**config.mk**
```make
export PLATFORM = sky130hd
export DESIGN_NAME = btn_io_flat
export DESIGN_NICKNAME = d
export VERILOG_FILES = /design/src/rtl/btn_pkg.sv /design/src/rtl/btn_if.sv /design/src/rtl/btn_debounce.sv /design/src/rtl/btn_io.sv /design/src/flat_wrapper.sv
export SDC_FILE = /design/constraint.sdc
export NUM_CORES = 1
export LEC_CHECK = 0
export ABC_AREA = 1
export ABC_CLOCK_PERIOD_IN_PS = 10550
export CAP_MARGIN = 25
export CORE_ASPECT_RATIO = 0.8
export CORE_MARGIN = 1.5
export CORE_UTILIZATION = 40
export CTS_CLUSTER_SIZE = 40
export DETAILED_ROUTE_END_ITERATION = 6
export PLACE_DENSITY_LB_ADDON = 0.25
export SLEW_MARGIN = 20
export SYNTH_ARGS = -nofsm -noshare
export SYNTH_HDL_FRONTEND = slang
export SYNTH_HIERARCHICAL = 1
export SYNTH_SLANG_ARGS = --single-unit
```
**constraint.sdc**
```tcl
create_clock -name btn_clk -period 10.55 [get_ports btn_clk]
set_input_delay 1.5825 -clock btn_clk [delete_from_list [all_inputs] [get_ports btn_clk]]
set_output_delay 1.5825 -clock btn_clk [all_outputs]
set_load 0.05 [all_outputs]
```
**src/rtl/btn_pkg.sv**
```systemverilog
// Shared constants and helpers for the push-button bus responder.
package btn_pkg;

  localparam logic [1:0] BTN_OFF_LEVEL = 2'd0;
  localparam logic [1:0] BTN_OFF_PRESS = 2'd1;
  localparam logic [1:0] BTN_OFF_REL   = 2'd2;
  localparam logic [1:0] BTN_OFF_COUNT = 2'd3;

  // Callers zero-extend narrower vectors to 32 bits.
  function automatic int unsigned popcount(input logic [31:0] v);
    int unsigned n;
    n = 0;
    for (int i = 0; i < 32; i++) begin
      n += 32'(v[i]);
    end
    return n;
  endfunction

endpackage

```
**src/rtl/btn_if.sv**
```systemverilog
// Bridge-to-button-block bus: word-addressed, single-cycle write strobe, combinational read data.
interface btn_if;

  logic [31:0] btn_addr;
  logic        btn_we;
  logic [31:0] btn_wdata;
  logic [31:0] rdata_btn2bridge;

  modport master (
    output btn_addr,
    output btn_we,
    output btn_wdata,
    input  rdata_btn2bridge
  );

  modport slave (
    input  btn_addr,
    input  btn_we,
    input  btn_wdata,
    output rdata_btn2bridge
  );

endinterface

```
**src/rtl/btn_debounce.sv**
```systemverilog
// One-bit 2-flop synchroniser followed by a stable-count debouncer.
// level_next exposes the value level takes at the next edge, for same-cycle edge detection.
module btn_debounce #(
  parameter int unsigned DEB_CYCLES = 50000
) (
  input  logic clk,
  input  logic rst,
  input  logic pad,
  output logic level,
  output logic level_next
);

  localparam int unsigned CntW = $clog2(DEB_CYCLES);
  localparam logic [CntW-1:0] CntMax = CntW'(DEB_CYCLES - 1);

  logic [1:0]      sync_q;
  logic            s2;
  logic [CntW-1:0] cnt_q, cnt_d;
  logic            level_q, level_d;

  assign s2 = sync_q[1];

  always_ff @(posedge clk or posedge rst) begin
    if (rst) begin
      sync_q  <= 2'b00;
      cnt_q   <= '0;
      level_q <= 1'b0;
    end else begin
      sync_q  <= {sync_q[0], pad};
      cnt_q   <= cnt_d;
      level_q <= level_d;
    end
  end

  always_comb begin
    cnt_d   = cnt_q;
    level_d = level_q;
    if (s2 == level_q) begin
      cnt_d = '0;
    end else if (cnt_q == CntMax) begin
      level_d = s2;
      cnt_d   = '0;
    end else begin
      cnt_d = cnt_q + CntW'(1);
    end
  end

  assign level      = level_q;
  assign level_next = level_d;

endmodule

```
**src/rtl/btn_io.sv**
```systemverilog
// Push-button bus responder: debounced levels, sticky W1C press/release events and a press counter.
module btn_io
  import btn_pkg::*;
#(
  parameter int unsigned NBTN       = 5,
  parameter int unsigned DEB_CYCLES = 50000,
  parameter int unsigned CNT_W      = 16
) (
  input  logic            btn_clk,
  input  logic            btn_rst,
  input  logic [NBTN-1:0] button,
  btn_if.slave            bus
);

  logic [NBTN-1:0]  level, level_next;
  logic [NBTN-1:0]  rise, fall;
  logic [NBTN-1:0]  press_q, press_d;
  logic [NBTN-1:0]  rel_q, rel_d;
  logic [CNT_W-1:0] cnt_q, cnt_d;
  logic [CNT_W-1:0] cnt_inc;
  logic [1:0]       off;
  logic             wr_press, wr_rel, wr_cnt;
  logic [NBTN-1:0]  clr_mask;
  logic             unused_bus;

  for (genvar i = 0; i < NBTN; i++) begin : g_deb
    btn_debounce #(
      .DEB_CYCLES(DEB_CYCLES)
    ) u_deb (
      .clk       (btn_clk),
      .rst       (btn_rst),
      .pad       (button[i]),
      .level     (level[i]),
      .level_next(level_next[i])
    );
  end

  assign rise = level_next & ~level;
  assign fall = ~level_next & level;

  assign off      = bus.btn_addr[3:2];
  assign clr_mask = bus.btn_wdata[NBTN-1:0];
  assign wr_press = bus.btn_we && (off == BTN_OFF_PRESS);
  assign wr_rel   = bus.btn_we && (off == BTN_OFF_REL);
  assign wr_cnt   = bus.btn_we && (off == BTN_OFF_COUNT);
  assign cnt_inc  = CNT_W'(popcount(32'(rise)));

  // Base address is decoded by the bridge; only the word offset matters here.
  assign unused_bus = ^{bus.btn_addr, bus.btn_wdata};

  // A new edge always wins over a same-cycle clear; a COUNT write restarts from this cycle's rises.
  always_comb begin
    press_d = press_q | rise;
    rel_d   = rel_q | fall;
    cnt_d   = cnt_q + cnt_inc;
    if (wr_press) press_d = (press_q & ~clr_mask) | rise;
    if (wr_rel)   rel_d   = (rel_q & ~clr_mask) | fall;
    if (wr_cnt)   cnt_d   = cnt_inc;
  end

  always_ff @(posedge btn_clk or posedge btn_rst) begin
    if (btn_rst) begin
      press_q <= '0;
      rel_q   <= '0;
      cnt_q   <= '0;
    end else begin
      press_q <= press_d;
      rel_q   <= rel_d;
      cnt_q   <= cnt_d;
    end
  end

  always_comb begin
    bus.rdata_btn2bridge = '0;
    unique case (off)
      BTN_OFF_LEVEL: bus.rdata_btn2bridge = 32'(level);
      BTN_OFF_PRESS: bus.rdata_btn2bridge = 32'(press_q);
      BTN_OFF_REL:   bus.rdata_btn2bridge = 32'(rel_q);
      BTN_OFF_COUNT: bus.rdata_btn2bridge = 32'(cnt_q);
      default:       bus.rdata_btn2bridge = '0;
    endcase
  end

endmodule

```
**src/flat_wrapper.sv**
```systemverilog
// flat-port wrapper written by rule: the top's interface ports become plain ports
module btn_io_flat import btn_pkg::*;
#(
  parameter int unsigned NBTN       = 5,
  parameter int unsigned DEB_CYCLES = 50000,
  parameter int unsigned CNT_W      = 16
)
  (btn_clk, btn_rst, button, bus_btn_addr, bus_btn_we, bus_btn_wdata, bus_rdata_btn2bridge);
  btn_if bus_i ();
  input  logic btn_clk;
  input  logic btn_rst;
  input  logic [NBTN-1:0] button;
  input wire logic [$bits(bus_i.btn_addr)-1:0] bus_btn_addr;
  input wire logic [$bits(bus_i.btn_we)-1:0] bus_btn_we;
  input wire logic [$bits(bus_i.btn_wdata)-1:0] bus_btn_wdata;
  output wire logic [$bits(bus_i.rdata_btn2bridge)-1:0] bus_rdata_btn2bridge;
  assign bus_i.btn_addr = bus_btn_addr;
  assign bus_i.btn_we = bus_btn_we;
  assign bus_i.btn_wdata = bus_btn_wdata;
  assign bus_rdata_btn2bridge = bus_i.rdata_btn2bridge;
  btn_io #(.NBTN(NBTN), .DEB_CYCLES(DEB_CYCLES), .CNT_W(CNT_W)) u_core (.btn_clk(btn_clk), .btn_rst(btn_rst), .button(button), .bus(bus_i));
endmodule
```
==> impl_metrics.ini <==
[status]
outcome = complete, no violations

[synthesis]
async_flop_share = 1.00
dominantRegCellSynth = dfrtp_1
avgSynthCellArea_um2 = 7.69
ys_types = 34
yosys-top-cells-count = 192 x nand2_1, 187 x nor2_1, 121 x dfrtp_1
synth_cells = 900
yosys.cell_count.top_type = nand2_1
syn_area_mm2 = 0.00692
synth_top_area_frac = 0.438
yosysTopAreaCell = dfrtp_1
yosysWarningCount = 6
seq_area_frac_synth = 0.438
synthTopCellsByArea = dfrtp_1 44%, nand2_1 10%, nor2_1 10%
ys_ff_latch = 121
synth-edff-count = 0

[sta]
rsz0062_at_grt = false
finalSetupViolCount = 0
slew_viol_final = 0
fin_skew_ns = 0.0114
worst_slew_pin_slew_ns = 0.733
fin_setup_tns_ns = 0
min_period_ns = 5.24
slew_headroom = 0.511
post-route-period-util = 0.497
finalHoldViolations = 0
max_freq_mhz = 191

[global_routing]
grt_max_degree = 20
grt_usage = 0.174
grt_antenna_before_repair = 0
overflow = 0
grt_pass1_vias = 5169
grt_pass1_wl_um = 24900

[critical_path]
endpoint_kind = output port
critical-path-top-delay-family = buffers and inverters
worst-path-buf-inv = 2
critPathKind = in -> out
path_cells = clkdlybuf4s50_1 > nand2_2 > o2111ai_1 > clkdlybuf4s50_1
cpMostUsedCell = clkdlybuf4s50_1
critPathLaunchType = primary input
critPathArrivalTime_ns = 3.66
crit_slowest_cell = clkdlybuf4s50_1
cp.required_ns = 8.97
crit_path_max_incr_delay_ns = 0.87
path_max_fanout = 14

[floorplan]
core_mm2 = 0.0167
ioPinCount = 104
fp.dieH_um = 121
start_util = 0.414
dieArea_mm2 = 0.0181
rows = 42
die_w_um = 150

[finish]
antenna_cells = 0
syn_to_final_growth_pct = 15.3
final_cells = 1176
nets = 1031
drive_above_1_share = 0.100

[place]
gp_congestion = 0.824
place_inst = 1148
port-buffer-count = 30
dp.final_hpwl_um = 10500

[power]
pwr-share-comb = 0.055
internal_power_mw = 0.838
p_clk_frac = 0.500
switching_share = 0.225
p_sw_mw = 0.243
powerDensity_mw_per_mm2 = 135
cellLeakagePower_nw = 3.96
p_seq_frac = 0.445
peakVddDrop_mv = 0.0899

[clocking]
post_cts_buffers = 0
htree_num_levels = 4
cts.sinks = 121
insertion_delay_ns = 0.41
post_cts_resized = 0
ctsHoldBuffers = 0
root_buffer = clkbuf_16
cts_buffers = 17
cts_max_path_buffers = 2
cts.clk_slew.worst_paths_ns = 0.05
cts_tree = yes

[route]
finalWirelength_um = 14400
firstDrtPassIters = 5
routedWlPerCell_um = 12.2
via_per_inst = 4.73
drt_iter0_drc = 311
num_vias = 5562
drc = 0
ant_nets = 0

[flow_run]
cap_violations = 0

[hold_path]
hp-class = reg -> reg
[worst register-to-register path: stages, from the launching register on]
cell,delay (ns)
dfrtp_1,0.39
ha_1,0.23
nand3_2,0.15
nor3_2,0.19
nand2_2,0.15
nor2_1,0.12
nor2_1,0.08
nand2_1,0.12
fa_1,0.45
fa_1,0.50
inv_1,0.07
ha_1,0.17
inv_1,0.07
fa_1,0.44
o21ai_2,0.25
nand2_2,0.10
o21ai_0,0.20
nor2_1,0.07
[final timing paths]
path,from,to,slack [ns],depth (start not counted)
min in group asynchronous,btn_rst,u_core/rel_q[4],1.85,2
max,bus_btn_addr[2],bus_rdata_btn2bridge[3],5.31,4
min reg2reg,u_core/g_deb[2].u_deb/sync_q[0],u_core/g_deb[2].u_deb/sync_q[1],0.35,0
max in group asynchronous,btn_rst,u_core/rel_q[3],8.18,3
min,u_core/g_deb[2].u_deb/sync_q[0],u_core/g_deb[2].u_deb/sync_q[1],0.35,0
max reg2reg,u_core/g_deb[1].u_deb/cnt_q[0],u_core/cnt_q[10],6.69,17
[registers in the layout, indices dropped and copies added (netlist names)]
signal,flops
u_core/press_q,5
u_core/rel_q,5
u_core/cnt_q,16
u_core/g_deb.u_deb/sync_q,10
u_core/g_deb.u_deb/cnt_q,80
u_core/g_deb.u_deb/level,5
[layer usage]
layer	track usage	wire length [um]	up-vias	share of wire
li1	-	-	2905	-
met1	0.255	7500	2548	0.52
met2	0.253	6130	94	0.43
met3	0.0430	585	15	0.041
met4	0.0478	163	0	0.011
met5	0	0	-	0
[power groups by stage]
stage          combinational, mW  sequential (mW)  clock, mW
6_report                  0.0596            0.480      0.540
3_3_place_gp              0.0596            0.488          0
4_1_cts                   0.0609            0.480      0.556
3_5_place_dp              0.0607            0.488          0
5_1_grt                   0.0671            0.481      0.576
2_1_floorplan             0.0477            0.487          0
[cells in the final DEF, fill, tap and decap left out, types with 2 or more instances in the layout]
cell,count
a21o_1,5
clkinv_2,2
o21bai_1,5
nor2_1,187
o21ai_1,3
xor2_1,16
nor3b_2,5
dfrtp_1,121
xor2_2,5
o21ai_0,22
fa_1,3
clkbuf_8,5
conb_1,16
a21oi_1,17
nand4_1,25
nor3_4,5
o21ai_2,2
nand3_1,67
a31oi_1,10
clkbuf_1,3
nor2_4,9
nand2_1,192
clkbuf_16,17
inv_1,120
clkdlybuf4s50_1,30
inv_2,8
o2111ai_1,2
nand2_2,19
xnor2_1,5
ha_1,9
nor3_2,5
nor2_2,5
nand3_2,5
[metrics by stage]
step            util  hold WS [ns]  power (mW)  area [um2]  setup WS, ns
2_1_floorplan      -         0.331       0.534        6970          6.46
3_3_place_gp   0.444         0.331       0.548        7420          5.34
3_5_place_dp   0.445         0.337       0.549        7430          5.31
4_1_cts        0.477         0.350        1.10        7980          5.30
5_1_grt        0.477         0.354        1.12        7980          5.21
6_report       0.477         0.348        1.08        7980          5.31
[area by class of cell]
class                      instances  area, um2
sequential                       121       3030
timing repair buffer              31        315
multi-input combinational        648       3330
inverter                         128        480
clock inverter                     3       40.0
tap                              220        275
clock buffer                      25        505
fill                            1667       8730
[cells by family after synthesis]
logic type | count (synthesis) | share of synthesized area
compound gates | 69 | 0.0588
xor+xnor | 26 | 0.0383
fa+ha+maj | 12 | 0.0250
buf+inv | 146 | 0.0884
flops | 121 | 0.438
other cells | 1 | 0.000542
simple gates | 525 | 0.351
Power figures use the tool's default switching activity.
